==> src/rtl/decode_stage.sv <==
// RV32I OP/OP-IMM decode stage: register file read, operand formation and a
// single-entry valid/ready output register holding the ALU operand bundle.
module decode_stage #(
   parameter bit BYPASS = 1'b1
) (
   input  logic        clk,
   input  logic        rst_n,
   input  logic        in_valid,
   output logic        in_ready,
   input  logic [31:0] instr,
   output logic        out_valid,
   input  logic        out_ready,
   output logic [2:0]  funct3,
   output logic        mod,
   output logic [31:0] val1,
   output logic [31:0] val2,
   output logic [4:0]  rd,
   output logic        illegal,
   input  logic        wb_en,
   input  logic [4:0]  wb_rd,
   input  logic [31:0] wb_data
);

   localparam logic [6:0] OPC_OP    = 7'b0110011;
   localparam logic [6:0] OPC_OPIMM = 7'b0010011;
   localparam logic [6:0] F7_BASE   = 7'b0000000;
   localparam logic [6:0] F7_ALT    = 7'b0100000;

   logic [31:0] rf [0:31];

   logic [6:0]  opcode;
   logic [6:0]  f7;
   logic [2:0]  f3;
   logic [4:0]  rs1;
   logic [4:0]  rs2;
   logic [31:0] rs1_val;
   logic [31:0] rs2_val;

   logic        dec_legal;
   logic        dec_mod;
   logic [31:0] dec_val1;
   logic [31:0] dec_val2;
   logic        accept;

   assign opcode   = instr[6:0];
   assign f3       = instr[14:12];
   assign rs1      = instr[19:15];
   assign rs2      = instr[24:20];
   assign f7       = instr[31:25];
   assign in_ready = !out_valid || out_ready;
   assign accept   = in_valid && in_ready;

   // x0 check comes last so a writeback aimed at x0 can never leak through the bypass
   always_comb begin
      rs1_val = rf[rs1];
      if (BYPASS && wb_en && (wb_rd == rs1)) rs1_val = wb_data;
      if (rs1 == '0) rs1_val = '0;
      rs2_val = rf[rs2];
      if (BYPASS && wb_en && (wb_rd == rs2)) rs2_val = wb_data;
      if (rs2 == '0) rs2_val = '0;
   end

   always_comb begin
      dec_legal = 1'b0;
      dec_mod   = 1'b0;
      dec_val1  = rs1_val;
      dec_val2  = '0;
      case (opcode)
         OPC_OP: begin
            dec_val2  = rs2_val;
            dec_mod   = instr[30];
            dec_legal = (f7 == F7_BASE) ||
                        ((f7 == F7_ALT) && ((f3 == 3'b000) || (f3 == 3'b101)));
         end
         OPC_OPIMM: begin
            case (f3)
               3'b001: begin
                  dec_val2  = {27'b0, instr[24:20]};
                  dec_legal = (f7 == F7_BASE);
               end
               3'b101: begin
                  dec_val2  = {27'b0, instr[24:20]};
                  dec_mod   = instr[30];
                  dec_legal = (f7 == F7_BASE) || (f7 == F7_ALT);
               end
               default: begin
                  dec_val2  = {{20{instr[31]}}, instr[31:20]};
                  dec_legal = 1'b1;
               end
            endcase
         end
         default: dec_legal = 1'b0;
      endcase
   end

   always_ff @(posedge clk or negedge rst_n) begin
      if (!rst_n) begin
         for (int unsigned i = 0; i < 32; i++) rf[i] <= '0;
      end else if (wb_en && (wb_rd != '0)) begin
         rf[wb_rd] <= wb_data;
      end
   end

   // illegal encodings still produce a bundle, with every operand field cleared
   always_ff @(posedge clk or negedge rst_n) begin
      if (!rst_n) begin
         out_valid <= 1'b0;
         funct3    <= '0;
         mod       <= 1'b0;
         val1      <= '0;
         val2      <= '0;
         rd        <= '0;
         illegal   <= 1'b0;
      end else if (accept) begin
         out_valid <= 1'b1;
         funct3    <= dec_legal ? f3 : '0;
         mod       <= dec_legal && dec_mod;
         val1      <= dec_legal ? dec_val1 : '0;
         val2      <= dec_legal ? dec_val2 : '0;
         rd        <= dec_legal ? instr[11:7] : '0;
         illegal   <= !dec_legal;
      end else if (out_ready) begin
         out_valid <= 1'b0;
      end
   end

endmodule

==> config.mk <==
export PLATFORM = sky130hd
export DESIGN_NAME = decode_stage
export DESIGN_NICKNAME = d
export VERILOG_FILES = /design/src/rtl/decode_stage.sv
export SDC_FILE = /design/constraint.sdc
export NUM_CORES = 2
export LEC_CHECK = 0
export CAP_MARGIN = 20
export CELL_PAD_IN_SITES_DETAIL_PLACEMENT = 1
export CELL_PAD_IN_SITES_GLOBAL_PLACEMENT = 1
export CORE_MARGIN = 3
export CORE_UTILIZATION = 45
export CTS_CLUSTER_SIZE = 14
export DETAILED_ROUTE_END_ITERATION = 8
export GPL_TIMING_DRIVEN = 0
export HOLD_SLACK_MARGIN = 0.03
export PLACE_DENSITY = 0.77
export SETUP_SLACK_MARGIN = 0.15
export SYNTH_ARGS = -nofsm -noshare
export SYNTH_HDL_FRONTEND = slang
export SYNTH_SLANG_ARGS = --single-unit
==> constraint.sdc <==
create_clock -name clk -period 3.45 [get_ports clk]
set_input_delay 1.035 -clock clk [delete_from_list [all_inputs] [get_ports clk]]
set_output_delay 1.035 -clock clk [all_outputs]
set_load 0.02 [all_outputs]
# Yosys cells after proc, flatten, opt, wreduce, memory -nomap -nowiden
# Cells that the tools add are included.
[totals] reg_bits=1099 latchBits=0 ram_bits=0 romBits=0 out_inout_bits=76 elab_cells=98 memories=0
[op_classes] n_addsub=0 multipliers=0 div_mod_pow=0 n_lt_le_gt_ge=4 n_eq_ne=7 n_shift=0 n_mux=25 n_bitwise=3 reduce_logical=20
[ops] cell="bitwise mux 1024 bit" count=1
[ops] cell="two-way mux 32 bit" count=12
[ops] cell="binary-select mux 32 bit (select 5 bit)" count=2
[ops] cell="demux 32 bit (select 5 bit)" count=1
[ops] cell="one-hot mux 32 bit (2 select lines)" count=1
[ops] cell=">= comparator 6 bit (second input constant)" count=3
[ops] cell="NOT 5 -> 6 bit" count=3
[ops] cell="== test 7 x 6 -> 1 bit (second input constant)" count=2
[ops] cell="== test 5 bit" count=2
[ops] cell="zero test 5 bit" count=2
[ops] cell="== test 7 x 5 -> 1 bit (second input constant)" count=1
[ops] cell="logical AND 1 bit" count=7
[ops] cell="zero test 7 bit" count=1
[ops] cell="less-than comparator 6 x 1 -> 1 bit (second input constant)" count=1
[ops] cell="one-hot mux 1 bit (2 select lines)" count=3
[ops] cell="two-way mux 5 bit" count=1
[ops] cell="nonzero test 5 bit" count=1
[ops] cell="logical OR 1 bit" count=4
[ops] cell="== test 3 x 1 -> 1 bit (second input constant)" count=1
[ops] cell="== test 3 bit (second input constant)" count=1
[ops] cell="zero test 3 bit" count=1
[ops] cell="two-way mux 1 bit" count=3
[ops] cell="two-way mux 3 bit" count=1
[ops] cell="zero test 1 bit" count=2
[ops] cell="other kinds (2)" count=2

# Logic depth before layout (Yosys ltp)
[logic_depth] word_depth=8 mapped_depth=10

# Worst setup path after synthesis
# No wires, ideal clock.
[synth_timing] path_kind="input-to-reg" start="input port instr[20]" end="register val2[27]" setup_time_ps=126 arrival_ps=2685 t_required_ps=3324 setup_slack_ps=639 path_stages=8 path_cell_list="buf_4 > buf_6 > buf_4 > buf_4 > mux4_2 > a22oi_1 > nand4_1 > a2bb2oi_1"
[synth_via] elab_chain_cells=8 elab_cells_between_ends=11 classes_between="eq/ne: 1; mux: 7; bitwise: 1; reduce/logical: 2"
[synth_rtl] element="start: declaration" line="10" text="input logic [31:0] instr,"
[synth_rtl] element="NOT 5 -> 6 bit (not written as such)" line="58" text="rs2_val = rf[rs2];"
[synth_rtl] element="binary-select mux 32 bit (select 5 bit)" line="58"
[synth_rtl] element="two-way mux 32 bit (not written as such) (2 in a row)" line="58"
[synth_rtl] element="two-way mux 32 bit" line="59" text="if (BYPASS && wb_en && (wb_rd == rs2)) rs2_val = wb_data;"
[synth_rtl] element="two-way mux 32 bit *" line="60" text="if (rs2 == '0) rs2_val = '0;"
[synth_rtl] element="one-hot mux 32 bit (2 select lines) *" line="68" text="case (opcode)"
[synth_rtl] element="two-way mux 32 bit *" line="119" text="val2 <= dec_legal ? dec_val2 : '0;"
[synth_rtl] element="end signal: assignment" line="119"
[synth_rtl] element="end: declaration" line="16" text="output logic [31:0] val2,"
# Every way passes the cells marked *; elsewhere a longest branch is shown, timed or not. The select of a mux whose other input is x is not followed.
# A chain may end at the register's enable or synchronous reset.

# Final worst setup path
[layout_timing] start="input port instr[15]" end="register val1[10]"
[layout_via] elab_chain_cells=7 elab_cells_between_ends=10 classes_between="eq/ne: 1; mux: 6; bitwise: 1; reduce/logical: 2"
[layout_rtl] element="NOT 5 -> 6 bit (not written as such)" line="55" text="rs1_val = rf[rs1];"
[layout_rtl] element="binary-select mux 32 bit (select 5 bit)" line="55"
[layout_rtl] element="two-way mux 32 bit (not written as such) (2 in a row)" line="55"
[layout_rtl] element="two-way mux 32 bit" line="56" text="if (BYPASS && wb_en && (wb_rd == rs1)) rs1_val = wb_data;"
[layout_rtl] element="two-way mux 32 bit *" line="57" text="if (rs1 == '0) rs1_val = '0;"
[layout_rtl] element="two-way mux 32 bit *" line="118" text="val1 <= dec_legal ? dec_val1 : '0;"
[layout_rtl] element="end signal: assignment" line="118"
[layout_rtl] element="end: declaration" line="15" text="output logic [31:0] val1,"
# Marked as above.

==> flow_metrics.tcl <==
set metrics [dict create \
    worst_slack_ns -0.0202 \
    irDropWorstVdd_v 0.000430 \
    min_path_type "input port to asynchronous set/reset pin" \
    die-area_um2 133000 \
    path_buf_inv 4 \
    internal-power_uw 27300 \
    crit_chain "clkdlybuf4s50_1 -> buf_4 -> buf_4 -> nand4bb_1 -> buf_2 -> o22ai_1 -> a211oi_1 -> nand3_1 -> nor2_1 -> o31ai_1" \
    num_rows 130 \
    drive_above_1_share 0.435 \
    post-route-min-period_ns 3.47 \
    setup_viol 2 \
    worstSetupStartpointType "input port" \
    power_switching_uw 11500 \
    critPathRequiredTime_ns 4.09 \
    crit_path_top_delay_cell "clkdlybuf4s50_1" \
    violations "setup timing" \
    pin_count 150 \
    skew_ns 0.0304 \
    max_slew_margin 0.102 \
    setup_tns_ns -0.0265 \
    register_area_um2 27500 \
    rsz0062_at_grt "yes" \
    drv_slew 0 \
    stdcell_area_um2 67100 \
    die_x_um 365 \
    grt_pass1_vias 45800 \
    placed_area_um2 62600 \
    drc 0 \
    p_sw_frac 0.295 \
    clk_pin_slew_worst_paths_ns 0.06 \
    tritoncts "done" \
    fin_nets 4482 \
    dpl.hpwl_um 179000 \
    cts_sinks 1099 \
    antenna_found_initial 23 \
    pre_cts_slack_ns -1.85 \
    ctsRootBufferMaster "clkbuf_16" \
    worstSetupPathType "input port to register" \
    ys_warn_count 0 \
    status "finished, violations left" \
    critical-path-max-stage-delay_ns 0.56 \
    p_leak_uw 0.0291 \
    clock_latency_ns 0.79 \
    fill_cells 12200 \
    drt_first_pass_iters 6 \
    vias 45300 \
    synth_edf_count 0 \
    fmax_mhz 288 \
    comb_power_share 0.205 \
    drt_iter0_drc 6849 \
    grt_util_all_layers 0.398 \
    overflow 0 \
    vias_per_cell 7.34 \
    synth_area_um2 57800 \
    clkPwrFrac 0.354 \
    end_kind "register" \
    grt_max_degree 163 \
    p_seq_frac 0.441 \
    io_buffers 137 \
    syn-num-nets 4141 \
    holdWs_ns 0.192 \
    syn_inst 4067 \
    drtAntennaViolNets 0 \
    arrival_ns 4.11 \
    synth_seq_cells 1099 \
    tightest_slew_ns 1.35 \
    async_flop_share 1.00 \
    finalHoldViolCount 0 \
    finalPower_uw 38800 \
    syn_to_final_growth_pct 16.0 \
    period_share 1.01 \
    hold_buffers 0 \
    postSynthAreaPerCell_um2 14.2 \
    cellPowerDensity_nw_per_um2 578 \
    core-area_um2 127000 \
    ys.flop_type "dfrtp_1" \
    gp_congestion 0.996 \
    clock_path_buffers 3 \
    die_h_um 365 \
    yosysSeqAreaShare 0.475 \
    synthDistinctLibCells 66 \
    wl_per_cell_um 43.1 \
    maxCapViolations 0 \
    cts_made_buffers 120 \
    wirelength_um 266000 \
    ctsHtreeMaxLevel 3 \
    grt_pass1_wl_um 365000 \
    critPathTopFamily "buffers and inverters" \
    start_util 0.457 \
    multi_input_area_um2 28400 \
    crit_top_cell "buf_4" \
    cp_max_fo 10 \
]
[state kept, by name (all words and copies together), names as in the netlist]
register / count
illegal: 1
rf: 1024
out_valid: 1
rd: 5
val2: 32
val1: 32
mod: 1
funct3: 3
[kinds of logic after synthesis]
logic type	synth area share
XOR/XNOR	0.00151
AND/OR/NAND/NOR	0.0366
buffers and inverters	0.0354
flip-flops	0.475
AO/OA/AOI/OAI	0.0470
multiplexers	0.404
[worst reg2reg max path: cells and delay by family, from the launching register on]
family,cells,cell delay (ns)
AND/OR/NAND/NOR,3,0.86
AO/OA/AOI/OAI,1,0.15
flip-flops,1,0.35
buffers and inverters,3,1.60
[final cells by class]
class	count	area share
inverter	1	0.0000559
tap	1650	0.0308
clock inverter	34	0.00779
buffer	450	0.0341
antenna	18	0.000671
multi-input combinational	2517	0.423
timing repair buffer	219	0.0411
clock buffer	183	0.0528
sequential	1099	0.410
[cell usage after synthesis (all sizes together) (2+ instances only)]
library cell / number / area (um2)
clkbuf: 238 / 896
a221o: 3 / 30.0
mux2: 997 / 11200
a22oi: 56 / 420
xor2: 4 / 35.0
mux2i: 226 / 2260
buf: 212 / 1150
o41ai: 2 / 43.8
nand4: 31 / 194
nor3: 4 / 20.0
o21a: 21 / 158
o21ai: 46 / 230
o22ai: 93 / 582
or4b: 2 / 23.8
nor2: 96 / 360
nor3b: 5 / 37.5
a32o: 4 / 40.0
a22o: 23 / 201
nand2: 186 / 701
nand3: 72 / 360
a211oi: 34 / 255
nand2b: 7 / 43.8
nand4bb: 2 / 22.5
and2: 5 / 31.3
nor2b: 14 / 87.6
dfrtp: 1099 / 27500
xnor2: 6 / 52.6
a31oi: 3 / 18.8
a2bb2oi: 7 / 61.3
a31o: 2 / 17.5
a21oi: 39 / 195
o31ai: 34 / 275
a32oi: 6 / 52.6
a221oi: 5 / 43.8
mux4: 439 / 9890
and3: 8 / 50.1
or2: 5 / 31.3
nor4: 7 / 58.8
nand4b: 2 / 17.5
nand3b: 6 / 45.0
[power by group through the flow]
stage | Sequential (uW) | Combinational (uW) | Clock [uW]
after global placement | 17000 | 7140 | 0
after detailed placement | 17100 | 7590 | 0
after floorplan | 16400 | 5300 | 0
after global routing | 17300 | 8230 | 14200
after CTS | 17000 | 7710 | 13600
final | 17100 | 7950 | 13700
[worst paths after layout]
path	start	to	slack, ns	cells past startpoint
max in group asynchronous	rst_n	rf[948]$_DFFE_PN0P_	0.88	4
worst min-delay path	rst_n	rf[387]$_DFFE_PN0P_	0.19	1
worst max-delay path	instr[15]	val1[10]$_DFFE_PN0P_	-0.02	10
worst min register to register	rf[1006]$_DFFE_PN0P_	rf[1006]$_DFFE_PN0P_	0.48	1
worst max register to register	out_valid$_DFFE_PN0P_	val2[27]$_DFFE_PN0P_	0.40	7
min in group clk	rf[1006]$_DFFE_PN0P_	rf[1006]$_DFFE_PN0P_	0.48	1
[what timing repair did]
item                                    4_1_cts  5_1_grt
buffers inserted                              0        2
resized for setup                            86       63
endpoints found under the setup margin       64       50
[stage by stage]
step                      instances   util
after floorplan                4067      -
after global placement         5854  0.484
after detailed placement       5930  0.495
after CTS                      6147  0.528
after global routing           6153  0.530
final                          6171  0.530
[placed cells by master (no fill, tap or decap), types with 18 or more instances in the layout]
master           count
a211oi_1            34
a21oi_1             39
a22o_1              23
a22oi_1             56
buf_1               44
buf_2               90
buf_4               53
buf_6               26
buf_8               57
clkbuf_1           218
clkbuf_16          121
clkbuf_2            42
clkbuf_4            19
clkbuf_8            28
clkdlybuf4s50_1    135
dfrtp_1           1099
diode_2             18
mux2_2             997
mux2i_1            224
mux4_2             439
nand2_1            185
nand3_1             71
nand4_1             31
nor2_1              91
o21a_1              21
o21ai_0             42
o22ai_1             93
o31ai_1             30
[metal layers]
layer  GRT usage  up-vias  wire length, um
li1            -    16200                -
met1       0.490    23900            93500
met2       0.555     3955           110000
met3       0.174     1244            39000
met4       0.290       16            23400
met5    0.000363        -              166
Note: power is estimated with default switching activity, not from simulation.
